File: src/rtl/fixed_point_pkg.sv
// Shared fixed-point definitions for the Euler integrator bank.
// Default word format is 7.20 signed (27 bits, 20 fractional bits).
// Saturating arithmetic is selected by INTEGRATOR_SATURATE_EN.
package fixed_point_pkg;

  localparam int DEF_WIDTH = 27;
  localparam int DEF_FRAC  = 20;

  // 1.0 in the default format.
  localparam logic [DEF_WIDTH-1:0] ONE = DEF_WIDTH'(1) << DEF_FRAC;

  // Step sequencer states.
  typedef enum logic {
    COLLECT = 1'b0,
    COMMIT  = 1'b1
  } step_state_t;

  typedef struct packed {
    logic                 ovf;
    logic [DEF_WIDTH-1:0] value;
  } sat_result_t;

  // Saturating add in the default format; reference helper for the datapath.
  function automatic sat_result_t sat_add(input logic [DEF_WIDTH-1:0] a,
                                          input logic [DEF_WIDTH-1:0] b);
    logic [DEF_WIDTH:0] sum;
    sat_result_t        r;
    sum   = {a[DEF_WIDTH-1], a} + {b[DEF_WIDTH-1], b};
    r.ovf = sum[DEF_WIDTH] ^ sum[DEF_WIDTH-1];
    if (!r.ovf)
      r.value = sum[DEF_WIDTH-1:0];
    else if (sum[DEF_WIDTH])
      r.value = {1'b1, {(DEF_WIDTH-1){1'b0}}};
    else
      r.value = {1'b0, {(DEF_WIDTH-1){1'b1}}};
    return r;
  endfunction

endpackage

File: src/rtl/sat_shift_add.sv
// Combinational next-state datapath for one channel: state + (deriv >>> DT_SHIFT).
// With INTEGRATOR_SATURATE_EN defined the sum is formed one bit wider and
// clamped to the signed range, raising o_ovf on a clamp; otherwise it wraps.
module sat_shift_add #(
  parameter int WIDTH    = 27,
  parameter int DT_SHIFT = 8
) (
  input  logic signed [WIDTH-1:0] i_state,
  input  logic signed [WIDTH-1:0] i_deriv,
  output logic        [WIDTH-1:0] o_sum,
  output logic                    o_ovf
);

  // Arithmetic shift rounds toward minus infinity (dt = 2^-DT_SHIFT).
  logic signed [WIDTH-1:0] w_step;
  assign w_step = i_deriv >>> DT_SHIFT;

`ifdef INTEGRATOR_SATURATE_EN
  logic [WIDTH:0] w_wide;
  assign w_wide = {i_state[WIDTH-1], i_state} + {w_step[WIDTH-1], w_step};

  // Clamp when the two top bits of the widened sum disagree.
  always_comb begin
    o_ovf = w_wide[WIDTH] ^ w_wide[WIDTH-1];
    o_sum = w_wide[WIDTH-1:0];
    if (o_ovf)
      o_sum = w_wide[WIDTH] ? {1'b1, {(WIDTH-1){1'b0}}} : {1'b0, {(WIDTH-1){1'b1}}};
  end
`else
  assign o_sum = i_state + w_step;
  assign o_ovf = 1'b0;
`endif

endmodule

File: src/rtl/euler_integrator_bank.sv
// Multi-channel forward-Euler integrator. Derivatives arrive one channel at a
// time (cur_ch order) over a valid/ready handshake and land in shadow
// registers; all channels commit together in a one-cycle COMMIT state.
// Handshake: a derivative is taken on a clk edge where deriv_valid and
// deriv_ready are both high; deriv_ready is high exactly in COLLECT.
// INTEGRATOR_SATURATE_EN selects saturating adds with sticky overflow flags;
// without it adds wrap and overflow stays 0.
module euler_integrator_bank
  import fixed_point_pkg::*;
#(
  parameter int WIDTH    = DEF_WIDTH,
  parameter int FRAC     = DEF_FRAC,
  parameter int CHANNELS = 3,
  parameter int DT_SHIFT = 8
) (
  input  logic                      clk,
  input  logic                      reset,
  input  logic                      init_load,
  input  logic [3:0]                init_ch,
  input  logic [WIDTH-1:0]          init_value,
  input  logic                      deriv_valid,
  output logic                      deriv_ready,
  input  logic [WIDTH-1:0]          deriv_data,
  output logic [3:0]                cur_ch,
  output logic [CHANNELS*WIDTH-1:0] state_out,
  output logic                      step_done,
  output logic [31:0]               step_count,
  output logic [CHANNELS-1:0]       overflow
);

  if (CHANNELS < 1 || CHANNELS > 16 || FRAC >= WIDTH || DT_SHIFT >= WIDTH) begin : g_bad_params
    $error("euler_integrator_bank: illegal parameter combination");
  end

  logic [WIDTH-1:0]    r_state  [CHANNELS];
  logic [WIDTH-1:0]    r_shadow [CHANNELS];
  logic [3:0]          r_cur_ch;
  step_state_t         r_fsm;
  logic                r_step_done;
  logic [31:0]         r_step_count;
  logic [CHANNELS-1:0] r_overflow;

  logic [WIDTH-1:0]    w_cur_state;
  logic [WIDTH-1:0]    w_next;
  logic                w_ovf;

  // Select the committed state of the channel currently being collected.
  always_comb begin
    w_cur_state = '0;
    for (int k = 0; k < CHANNELS; k++)
      if (r_cur_ch == 4'(k)) w_cur_state = r_state[k];
  end

  sat_shift_add #(
    .WIDTH    (WIDTH),
    .DT_SHIFT (DT_SHIFT)
  ) u_sat_shift_add (
    .i_state (w_cur_state),
    .i_deriv (deriv_data),
    .o_sum   (w_next),
    .o_ovf   (w_ovf)
  );

  // Step sequencer: collect shadows per handshake, commit all at once.
  // init_load has priority over everything and aborts a partial step.
  always_ff @(posedge clk or posedge reset) begin
    if (reset) begin
      for (int k = 0; k < CHANNELS; k++) begin
        r_state[k]  <= '0;
        r_shadow[k] <= '0;
      end
      r_cur_ch     <= '0;
      r_fsm        <= COLLECT;
      r_step_done  <= 1'b0;
      r_step_count <= '0;
      r_overflow   <= '0;
    end else begin
      r_step_done <= 1'b0;
      if (init_load) begin
        // Out-of-range init_ch matches no channel: write dropped, abort kept.
        for (int k = 0; k < CHANNELS; k++) begin
          if (init_ch == 4'(k)) begin
            r_state[k]    <= init_value;
            r_shadow[k]   <= init_value;
            r_overflow[k] <= 1'b0;
          end
        end
        r_cur_ch <= '0;
        r_fsm    <= COLLECT;
      end else begin
        case (r_fsm)
          COLLECT: begin
            if (deriv_valid) begin
              for (int k = 0; k < CHANNELS; k++) begin
                if (r_cur_ch == 4'(k)) begin
                  r_shadow[k] <= w_next;
                  if (w_ovf) r_overflow[k] <= 1'b1;
                end
              end
              if (r_cur_ch == 4'(CHANNELS-1)) begin
                r_cur_ch <= '0;
                r_fsm    <= COMMIT;
              end else begin
                r_cur_ch <= r_cur_ch + 4'd1;
              end
            end
          end
          COMMIT: begin
            for (int k = 0; k < CHANNELS; k++)
              r_state[k] <= r_shadow[k];
            r_step_done  <= 1'b1;
            r_step_count <= r_step_count + 32'd1;
            r_fsm        <= COLLECT;
          end
          default: r_fsm <= COLLECT;
        endcase
      end
    end
  end

  // Flatten committed states, channel k at bits [k*WIDTH +: WIDTH].
  always_comb begin
    state_out = '0;
    for (int k = 0; k < CHANNELS; k++)
      state_out[k*WIDTH +: WIDTH] = r_state[k];
  end

  assign deriv_ready = (r_fsm == COLLECT);
  assign cur_ch      = r_cur_ch;
  assign step_done   = r_step_done;
  assign step_count  = r_step_count;
  assign overflow    = r_overflow;

endmodule

File: config.mk
export PLATFORM = sky130hd
export DESIGN_NAME = euler_integrator_bank
export DESIGN_NICKNAME = d
export VERILOG_FILES = /design/src/rtl/fixed_point_pkg.sv /design/src/rtl/sat_shift_add.sv /design/src/rtl/euler_integrator_bank.sv
export SDC_FILE = /design/constraint.sdc
export NUM_CORES = 1
export LEC_CHECK = 0
export CAP_MARGIN = 30
export CORE_ASPECT_RATIO = 1.4
export CORE_MARGIN = 8
export CORE_UTILIZATION = 35
export CTS_CLUSTER_DIAMETER = 40
export DETAILED_ROUTE_END_ITERATION = 8
export GPL_ROUTABILITY_DRIVEN = 0
export GPL_TIMING_DRIVEN = 0
export HOLD_SLACK_MARGIN = 0.03
export PLACE_DENSITY_LB_ADDON = 0.05
export REMOVE_ABC_BUFFERS = 1
export SYNTH_ARGS = -nofsm -noshare
export SYNTH_HDL_FRONTEND = slang
export SYNTH_SLANG_ARGS = --single-unit
File: constraint.sdc
create_clock -name clk -period 15.75 [get_ports clk]
set_input_delay 1.575 -clock clk [delete_from_list [all_inputs] [get_ports clk]]
set_output_delay 1.575 -clock clk [all_outputs]
set_load 0.01 [all_outputs]
# [Word level (Yosys, flattened, before mapping)]
# Cells that the tools add are included.
[op_classes] addsub=3 n_eq_ne=8 mux=24 n_bitwise=2 reduce_logical=15
[ops] op="$mux 81" n=5
[ops] op="$mux 27" n=9
[ops] op="$add 32x1->32 const B" n=1
[ops] op="$add 27x19->27" n=1
[ops] op="$mux 4" n=4
[ops] op="$reduce_and 4->1" n=3
[ops] op="$reduce_and 2->1" n=5
[ops] op="$reduce_bool 2->1" n=5
[ops] op="$eq 4x1->1 const B" n=2
[ops] op="$eq 4x2->1 const B" n=2
[ops] op="$logic_not 4->1" n=2
[ops] op="$ne 2x1->1 const B" n=3
[ops] op="$mux 1" n=5
[ops] op="$add 4x1->4 const B" n=1
[ops] op="$ne 2x2->1 const B" n=1
[ops] op="$not 1->1" n=2
[ops] op="$pmux 1 s2" n=1
[totals] regBits=200 in_bits=62 out_inout_bits=122 wordCells=62

# [Depth between registers and ports, before layout]
# Gate-level depths: netlist of run 1.
[depth] word_depth=9 ltp_mapped=15

# [Hierarchy]
# A second synthesis of run 1 with hierarchy kept.
[hier_totals] hier_cells=980 area_unflattened_um2=10852.9
[modules_own_cells] module="euler_integrator_bank" instances=1 cells_per_inst=786 area_per_inst_um2=9452.8
[modules_own_cells] module="sat_shift_add" instances=1 cells_per_inst=194 area_per_inst_um2=1400.1

# [Least setup slack after synthesis of run 1]
# OpenSTA, ideal clock, no wires.
[synth_path] path_type="input to register" from="input port deriv_data[8]" to="register r_shadow[39] in the netlist's numbering" setup_ps=125 arrival_time_ps=3523 required_time_ps=15625 slack_ps=12102 path_stages=9 cell_sequence="ha_1 -> fa_1 -> a21o_1 -> and4_1 -> o21ai_0 -> o211ai_1 -> xnor2_1 -> o21ai_0 -> mux2_2"
[synth_via] elab_chain_len=5
[synth_lines] item="start, declared" line_no="euler_integrator_bank.sv:23" rtl="input logic [WIDTH-1:0] deriv_data,"
[synth_lines] item="$add 27x19->27" line_no="sat_shift_add.sv:30" rtl="assign o_sum = i_state + w_step;"
[synth_lines] item="$mux 27" line_no="euler_integrator_bank.sv:95" rtl="if (r_cur_ch == 4'(k)) begin"
[synth_lines] item="$mux 81" line_no="euler_integrator_bank.sv:93" rtl="if (deriv_valid) begin"
[synth_lines] item="$mux 81" line_no="euler_integrator_bank.sv:91" rtl="case (r_fsm)"
[synth_lines] item="$mux 81" line_no="euler_integrator_bank.sv:79" rtl="if (init_load) begin"
[synth_lines] item="end signal, assigned by index" line_no="euler_integrator_bank.sv:84" rtl="r_shadow[k] <= init_value;"
[synth_lines] item="end signal, assigned by index" line_no="euler_integrator_bank.sv:96" rtl="r_shadow[k] <= w_next;"
[synth_lines] item="end, declared" line_no="euler_integrator_bank.sv:36" rtl="logic [WIDTH-1:0] r_shadow [CHANNELS];"
# Every way passes these cells. The select of a mux whose other input is x is not followed.
# A chain may end at the register's enable or synchronous reset.

# [Worst setup path after layout of run 1]
[layout_path] from="register r_cur_ch[0], in the netlist cur_ch[0]" to="register r_shadow[80] in the netlist's numbering"
[layout_via] elab_chain_len=9 elab_cells_between_ends=13
[layout_lines] item="start, declared" line_no="euler_integrator_bank.sv:37" rtl="logic [3:0] r_cur_ch;"
[layout_lines] item="start signal, assigned" line_no="euler_integrator_bank.sv:104" rtl="r_cur_ch <= r_cur_ch + 4'd1;"
[layout_lines] item="$logic_not 4->1" line_no="euler_integrator_bank.sv:51, euler_integrator_bank.sv:95"
[layout_lines] item="$mux 27 (3 in series)" line_no="euler_integrator_bank.sv:51" rtl="if (r_cur_ch == 4'(k)) w_cur_state = r_state[k];"
[layout_lines] item="$add 27x19->27" line_no="sat_shift_add.sv:30"
[layout_lines] item="$mux 27" line_no="euler_integrator_bank.sv:95"
[layout_lines] item="$mux 81" line_no="euler_integrator_bank.sv:93"
[layout_lines] item="$mux 81" line_no="euler_integrator_bank.sv:91"
[layout_lines] item="$mux 81" line_no="euler_integrator_bank.sv:79"
# Parallel ways exist; a longest one is shown, timed or not. The select of a mux whose other input is x is not followed.

==> flow_metrics.tcl, run 1 <==
set metrics [dict create \
    dpl_cell_area_sq_um 13070 \
    track_usage_pct 18.02 \
    tightest_slew_ns 0.8885 \
    ant_nets 0 \
    cts.path.max_buffers 2 \
    grt_pass1_vias 8824 \
    area_delta_synth_final_pct 25.85 \
    sequentialPowerShare_pct 38.8 \
    nFillCells 3045 \
    fin_nets 1362 \
    grt_pass1_wl_mm 51.34 \
    grt.busiest_layer "met2" \
    gr-total-overflow 0 \
    r2r_slack_ns 11.29 \
    synth-seq-area-share_pct 46.23 \
    critPathArrivalTime_ns 4.79 \
    crit-reg2reg-launch "cur_ch[0]" \
    p_leak_nw 5.838 \
    yosys.area_share.simple_pct 15.19 \
    antenna_found_initial 1 \
    final_area_sq_um 13630 \
    drt_iter0_drc 458 \
    hold_path.class "reg2reg" \
    post_cts_buffers 0 \
    vias 8644 \
    synth_compound_area_share_pct 15.58 \
    htree_levels 4 \
    clk_pin_slew_ns 0.07 \
    finalClockSkew_ns 0.01376 \
    cap_violations 0 \
    crit_path_end_kind "flop" \
    die_height_um 224.1 \
    yosys_most_used_dff "dfrtp_1" \
    irDropWorstVdd_mv 0.07954 \
    power_density_nw_per_um2 147.1 \
    core-area_sq_um 30620 \
    cts_root_buffer "clkbuf_16" \
    cp-startpoint "cur_ch[0]" \
    die_width_um 164.6 \
    netlist_area_sq_um 10830 \
    min_period_over_period_pct 28.33 \
    clkPwrFrac_pct 21.4 \
    antennaDiodeCount 0 \
    grt_max_degree 108 \
    place_hpwl_mm 23.79 \
    vias_per_cell 5.170 \
    p_sw_uw 737.4 \
    synthMuxAreaShare_pct 12.04 \
    synth_top_family_by_area "compound AO/OA/AOI/OAI gates" \
    grt_use_met2_pct 32.44 \
    synth_edf_count 0 \
    drc 0 \
    crit_path_start_kind "flop" \
    yosysUniqueCellTypes 72 \
    cp.required_ns 16.08 \
    postCtsResizedCells 0 \
    final_hold_viol_count 0 \
    clk_latency_ns 0.44 \
    status "complete, no violations" \
    synth_warnings 0 \
    wl_per_cell_um 19.75 \
    initial_core_util_pct 35.36 \
    relSlewSlack_pct 40.77 \
    slew_viol_final 0 \
    hp-start "step_count[31]" \
    period_needed_ns 4.462 \
    tritoncts "yes" \
    synth_fa_ha_area_share_pct 3.421 \
    drive_gt1_share_pct 7.020 \
    portBuffers 172 \
    crit_fanout 19 \
    met1_usage_pct 21.64 \
    wirelength_mm 33.02 \
    ys_async_sr_fraction_pct 100.0 \
    ctsHoldBuffers 0 \
    die_area_sq_um 36900 \
    setup_viol 0 \
    p_comb_share_pct 39.8 \
    cts.sinks 200 \
    num_rows 76 \
    critical_path_class "reg2reg" \
    hold_ws_ns 0.4764 \
    p_total_mw 2.004 \
    switching_share_pct 36.80 \
    synthCells 1132 \
    finalSetupTns_ns 0 \
    power.internal_mw 1.266 \
    rsz0062_at_grt "no" \
    numCtsBuffers 17 \
    max_freq_mhz 224.1 \
    syn_area_per_cell_sq_um 9.564 \
    gr-usage-met3_pct 3.087 \
    synth_seq_cells 200 \
    synthXorXnorAreaFrac_pct 4.288 \
    drt_pass1_iterations 5 \
    io_pins 184 \
]
-- registers in the layout (all words and copies together) (netlist names) --
register / flops
state_out: 81
step_count: 32
r_fsm: 1
r_shadow: 81
step_done: 1
cur_ch: 4
-- critical path, stage by stage (launching register included) --
cell and delay (ns):
dfrtp_2 0.65, nor4b_2 0.77, buf_4 0.28, buf_4 0.19, nand2_1 0.07, o21ai_0 0.12, ha_1 0.34, a21o_1 0.20
and4_1 0.24, o21ai_1 0.32, nand2_1 0.26, a211oi_1 0.41, xnor2_1 0.22, o221a_2 0.27
-- area by class of cell --
cell class / instances / area (sq um) / share of cell area [%]
clock buffers: 19 / 452.9 / 3.324
clock inverters: 11 / 101.3 / 0.7438
inverters: 10 / 45.04 / 0.3306
multi-input cells: 856 / 5535 / 40.62
flip-flops and latches: 200 / 5006 / 36.74
well taps: 390 / 488.0 / 3.581
repair buffers: 186 / 1997 / 14.66
-- per-layer routing --
layer	wire length, um	part of all wire, %	vias to the layer above
li1	-	-	4261
met1	13990	42	4197
met2	17270	52	152
met3	1279	3.9	32
met4	470	1.4	2
met5	13	0.039	-
-- cells by family (layout without fill, tap and decap cells) --
family | Yosys count | count (layout)
fa+ha+maj | 29 | 29
mux | 129 | 129
compound gates | 282 | 282
simple gates | 360 | 360
flops | 200 | 200
buf+inv | 78 | 226
other cells | 1 | 3
xor+xnor | 53 | 53
-- stage by stage --
stage,instances,worst slack [ns],util (%)
2_1_floorplan,1066,8.721,-
3_3_place_gp,1628,1.225,41.58
3_5_place_dp,1642,11.02,42.69
4_1_cts,1672,11.25,44.50
5_1_grt,1672,11.06,44.50
6_report,1672,11.29,44.50
-- placed cells by master, fill, tap and decap left out, types with 7 or more instances in the layout --
| cell | count |
|---|---|
| clkbuf_16 | 17 |
| nand4_1 | 12 |
| o21ai_0 | 130 |
| a21oi_1 | 65 |
| a31oi_1 | 10 |
| clkdlybuf4s50_1 | 171 |
| xor2_1 | 18 |
| and3_1 | 9 |
| dfrtp_1 | 199 |
| mux2i_1 | 119 |
| buf_16 | 7 |
| nand3_1 | 18 |
| nand2_1 | 190 |
| nand2b_1 | 16 |
| xnor2_1 | 35 |
| inv_1 | 8 |
| nor2_1 | 61 |
| o21ai_1 | 9 |
| nor3_1 | 13 |
| mux2_2 | 10 |
| ha_1 | 28 |
-- final timing paths --
path,cells past startpoint,to
max,13,r_shadow[80]
min,1,step_count[31]
max reg2reg,13,r_shadow[80]
min reg2reg,1,step_count[31]
max in group asynchronous,3,cur_ch[0]
min in group asynchronous,2,state_out[31]
-- Yosys cell counts, drive strengths merged, types with 7 or more instances --
| master | number | share of area [%] |
|---|---|---|
| a211oi | 7 | 0.53 |
| a21oi | 68 | 3.3 |
| a31oi | 10 | 0.58 |
| and3 | 9 | 0.52 |
| buf | 34 | 1.7 |
| clkbuf | 34 | 1.2 |
| dfrtp | 200 | 46 |
| ha | 28 | 3.2 |
| inv | 10 | 0.35 |
| mux2 | 10 | 1.0 |
| mux2i | 119 | 11 |
| nand2 | 190 | 6.6 |
| nand2b | 17 | 1.0 |
| nand3 | 18 | 0.83 |
| nand4 | 13 | 0.81 |
| nor2 | 64 | 2.3 |
| nor3 | 14 | 0.69 |
| o21ai | 139 | 6.4 |
| xnor2 | 35 | 2.8 |
| xor2 | 18 | 1.5 |
-- power by group through the flow --
stage | Combinational, mW | Clock [mW] | Sequential, mW
final | 0.798 | 0.429 | 0.777
after floorplan | 0.440 | 0 | 0.798
after detailed placement | 0.807 | 0 | 0.787
after CTS | 0.811 | 0.442 | 0.778
after global routing | 0.885 | 0.459 | 0.799
after global placement | 0.797 | 0 | 0.790
(Power assumes the default switching activity.)
==> run 2: changes to the inputs <==
clock period = 4.27 ns   (was 15.75 ns; I/O delays follow)
==> flow_metrics.tcl, run 2 (synthesis results as in run 1) <==
set metrics [dict create \
    crit_family "compound AO/OA/AOI/OAI gates" \
    vias_per_cell 5.176 \
    die_width_um 164.6 \
    p_total_mw 7.393 \
    hold_ws_ns 0.4764 \
    cp_cell_sequence "nor4b_4 -> buf_4 -> buf_4 -> nand2_1 -> o21ai_0 -> ha_1 -> fa_1 -> a21o_1 -> and4_1 -> o21ai_1 -> nand2_1 -> a211oi_1 -> xnor2_1 -> o221a_2" \
    cap_violations 0 \
    final_hold_viol_count 0 \
    met1_usage_pct 21.66 \
    reg2reg_depth 14 \
    antenna_found_initial 1 \
    crit-reg2reg-launch "cur_ch[0]" \
    dp_slack_ns -0.1905 \
    grt_use_met2_pct 32.53 \
    fin_nets 1363 \
    slowest_stage "dfrtp_4" \
    hold_path.class "in2async" \
    final_common_cell "dfrtp_1" \
    crit_fanout 19 \
    irDropWorstVdd_mv 0.2942 \
    drc 0 \
    cts.sinks 200 \
    finalSetupTns_ns 0 \
    crit_path_start_kind "flop" \
    cp.depth 14 \
    critical_path.max_stage_delay_ns 0.68 \
    crit_path_end_kind "flop" \
    portBuffers 172 \
    grt.busiest_layer "met2" \
    grt_max_degree 108 \
    antennaDiodeCount 0 \
    final_cell_mix "199 x dfrtp_1, 190 x nand2_1, 171 x clkdlybuf4s50_1" \
    placed_cells 1642 \
    setup_viol 0 \
    tritoncts "yes" \
    final_area_sq_um 13650 \
    relSlewSlack_pct 40.16 \
    grt_pass1_vias 8831 \
    clk_latency_ns 0.44 \
    wl_per_cell_um 19.77 \
    core-area_sq_um 30620 \
    cts_root_buffer "clkbuf_16" \
    finalClockSkew_ns 0.01336 \
    drt_iter0_drc 469 \
    ant_nets 0 \
    die_height_um 224.1 \
    slew_viol_final 0 \
    period_needed_ns 4.052 \
    htree_levels 4 \
    p_leak_nw 5.844 \
    track_usage_pct 18.06 \
    vias 8660 \
    dpl_cell_area_sq_um 13070 \
    gr-total-overflow 0 \
    power_density_nw_per_um2 541.7 \
    nFillCells 3041 \
    clk_pin_slew_ns 0.07 \
    final-seq-area_sq_um 5009 \
    io_pins 184 \
    cts.path.max_buffers 2 \
    gr-usage-met3_pct 3.087 \
    critical_path_class "reg2reg" \
    place_hpwl_mm 23.79 \
    numCtsBuffers 17 \
    regToRegEndpoint "r_shadow[80]" \
    r2r_slack_ns 0.22 \
    drt_pass1_iterations 5 \
    critPathArrivalTime_ns 4.38 \
    rsz0062_at_grt "no" \
    path_buf_inv 2 \
    tightest_slew_ns 0.8976 \
    utilization_pct 44.57 \
    fin_cells 1673 \
    area_delta_synth_final_pct 26.06 \
    min_period_over_period_pct 94.89 \
    initial_core_util_pct 35.36 \
    grt_pass1_wl_mm 51.43 \
    multi_input_area_sq_um 5548 \
    finalWorstSetupSlack_ns 0.2180 \
    wirelength_mm 33.07 \
    max_freq_mhz 246.8 \
    status "complete, no violations" \
    cp.required_ns 4.60 \
    num_rows 76 \
    die_area_sq_um 36900 \
    drive_gt1_share_pct 7.093 \
]
[run 2: where the power goes]
part | internal, mW | total [mW] | switching (mW)
clock | 0.831 | 1.58 | 0.751
combinational | 1.37 | 2.95 | 1.57
sequential | 2.47 | 2.87 | 0.398
[run 2: final cells by class]
cell class | count | share of cell area (%)
Inverter | 10 | 0.3300
Clock inverter | 11 | 0.7426
Tap cell | 390 | 3.575
Sequential cell | 200 | 36.70
Clock buffer | 19 | 3.319
Timing Repair Buffer | 187 | 14.69
Multi-Input combinational cell | 856 | 40.65
[run 2: layer usage]
metal	vias up	share of wire (%)
met2	149	52
met1	4213	42
met3	31	3.8
met5	-	0.039
met4	2	1.3
li1	4265	-
[run 2: timing repair]
action,in CTS,in global routing
setup endpoints to repair,35,36
gates resized for setup,2,3
hold buffers,0,0
pin swaps,0,1
setup buffers,0,1
[run 2: worst max path at each step]
stage,startpoint,endpoint,slack [ns]
6_report,cur_ch[0],r_shadow[80],0.22
5_1_grt,cur_ch[0],r_shadow[80],0.05
4_1_cts,cur_ch[2],r_shadow[39],0.009
3_5_place_dp,cur_ch[0],r_shadow[39],-0.19
3_3_place_gp,init_load,r_shadow[67],-9.11
2_1_floorplan,reset,cur_ch[0],-1.61
==> run 3: changes to the inputs <==
CTS_CLUSTER_DIAMETER = 30   (was 40)
clock period = 4.4 ns   (was 4.27 ns; I/O delays follow)
==> flow_metrics.tcl, run 3 (synthesis results as in run 1) <==
set metrics [dict create \
    status "complete, no violations" \
    irDropWorstVdd_mv 0.2855 \
    die_height_um 224.1 \
    rsz0062_at_grt "no" \
    sequentialPowerShare_pct 38.8 \
    cts_root_buffer "clkbuf_16" \
    numCtsBuffers 17 \
    relSlewSlack_pct 40.16 \
    min_period_over_period_pct 92.09 \
    cts.path.max_buffers 2 \
    power.internal_mw 4.536 \
    antenna_found_initial 1 \
    fin_nets 1363 \
    htree_levels 4 \
    hold_path.class "reg2reg" \
    num_rows 76 \
    p_leak_nw 5.844 \
    tritoncts "yes" \
    portBuffers 172 \
    switching_share_pct 36.78 \
    track_usage_pct 18.06 \
    power_density_nw_per_um2 525.7 \
    period_needed_ns 4.052 \
    clkPwrFrac_pct 21.4 \
    final_common_cell "dfrtp_1" \
    hold_ws_ns 0.4764 \
    utilization_pct 44.57 \
    ctsHoldBuffers 0 \
    crit_path_end_kind "flop" \
    min_path_cells 1 \
    drive_gt1_share_pct 7.093 \
    grt_pass1_vias 8831 \
    setup_viol 0 \
    final_hold_viol_count 0 \
    gr-total-overflow 0 \
    final_cell_mix "199 x dfrtp_1, 190 x nand2_1, 171 x clkdlybuf4s50_1" \
    grt_pass1_wl_mm 51.43 \
    drt_iter0_drc 469 \
    drc 0 \
    fin_cells 1673 \
    finalClockSkew_ns 0.01336 \
    clk_pin_slew_ns 0.07 \
    grt_max_degree 108 \
    area_delta_synth_final_pct 26.06 \
    vias 8660 \
    initial_core_util_pct 35.36 \
    nFillCells 3041 \
    p_comb_share_pct 39.8 \
    p_total_mw 7.174 \
    ant_nets 0 \
    crit_path_start_kind "flop" \
    crit_fanout 19 \
    die_area_sq_um 36900 \
    core-area_sq_um 30620 \
    cap_violations 0 \
    wl_per_cell_um 19.77 \
    cts.sinks 200 \
    critical_path_class "reg2reg" \
    tightest_slew_ns 0.8976 \
    placed_cells 1642 \
    critPathArrivalTime_ns 4.38 \
    wirelength_mm 33.07 \
    max_freq_mhz 246.8 \
    slew_viol_final 0 \
    cp.required_ns 4.73 \
    io_pins 184 \
    die_width_um 164.6 \
    clk_latency_ns 0.44 \
    p_sw_mw 2.639 \
    place_hpwl_mm 23.79 \
    reg2reg_depth 14 \
    vias_per_cell 5.176 \
    drt_pass1_iterations 5 \
    antennaDiodeCount 0 \
]
-- run 3: cell counts in the layout (fill, tap and decap cells not counted) --
No cell type changed its count.
-- run 3: layer usage --
metal / track usage [%] / wire length (um) / share of wire, % / vias up
met4: 4.633 / 429 / 1.3 / 2
met2: 32.53 / 17320 / 52 / 149
met5: 0 / 13 / 0.039 / -
met3: 3.087 / 1270 / 3.8 / 31
li1: - / - / - / 4265
met1: 21.66 / 14030 / 42 / 4213
-- run 3: worst max-delay path, stage by stage, from the launching register on --
cell and delay, ns:
dfrtp_4 0.68, nor4b_4 0.10, buf_4 0.18, buf_4 0.18, nand2_1 0.07, o21ai_0 0.08, ha_1 0.27, fa_1 0.43
a21o_1 0.22, and4_1 0.24, o21ai_1 0.32, nand2_1 0.26, a211oi_1 0.41, xnor2_1 0.22, o221a_2 0.27
-- run 3: through the flow --
step	cell area (sq um)	worst slack, ns	TNS, ns
floorplan	10520	-1.494	-360.44
global placement	12730	-8.990	-2278.20
detailed placement	13070	-0.06050	-0.3473
CTS	13630	0.07144	0
global route	13650	0.1810	0
finish	13650	0.3481	0
-- run 3: final cells by class --
| type | count | area, sq um | area share, % |
|---|---|---|---|
| clock buffers | 19 | 452.9 | 3.319 |
| clock inverters | 11 | 101.3 | 0.7426 |
| inverters | 10 | 45.04 | 0.3300 |
| multi-input cells | 856 | 5548 | 40.65 |
| flip-flops and latches | 200 | 5009 | 36.70 |
| well taps | 390 | 488.0 | 3.575 |
| repair buffers | 187 | 2004 | 14.69 |
-- run 3: path summary, 6_finish.rpt --
path,start,end,slack (ns)
worst min-delay path,step_count[31],step_count[31],0.48
worst min register to register,step_count[31],step_count[31],0.48
min in group asynchronous,reset,state_out[31],0.50
worst max register to register,cur_ch[0],r_shadow[80],0.35
max in group asynchronous,reset,cur_ch[0],2.81
worst max-delay path,cur_ch[0],r_shadow[80],0.35
-- run 3: power by group through the flow --
| stage | Sequential [mW] | Clock [mW] | Combinational [mW] |
|---|---|---|---|
| floorplan | 2.86 | 0 | 1.58 |
| global placement | 2.83 | 0 | 2.85 |
| detailed placement | 2.82 | 0 | 2.89 |
| CTS | 2.79 | 1.58 | 2.90 |
| global route | 2.86 | 1.64 | 3.17 |
| finish | 2.78 | 1.53 | 2.86 |
-- run 3: what timing repair did --
action	4_1_cts	5_1_grt
resized for setup	1	3
endpoints found under the setup margin	18	20
setup buffers	0	1
pin swaps	0	1
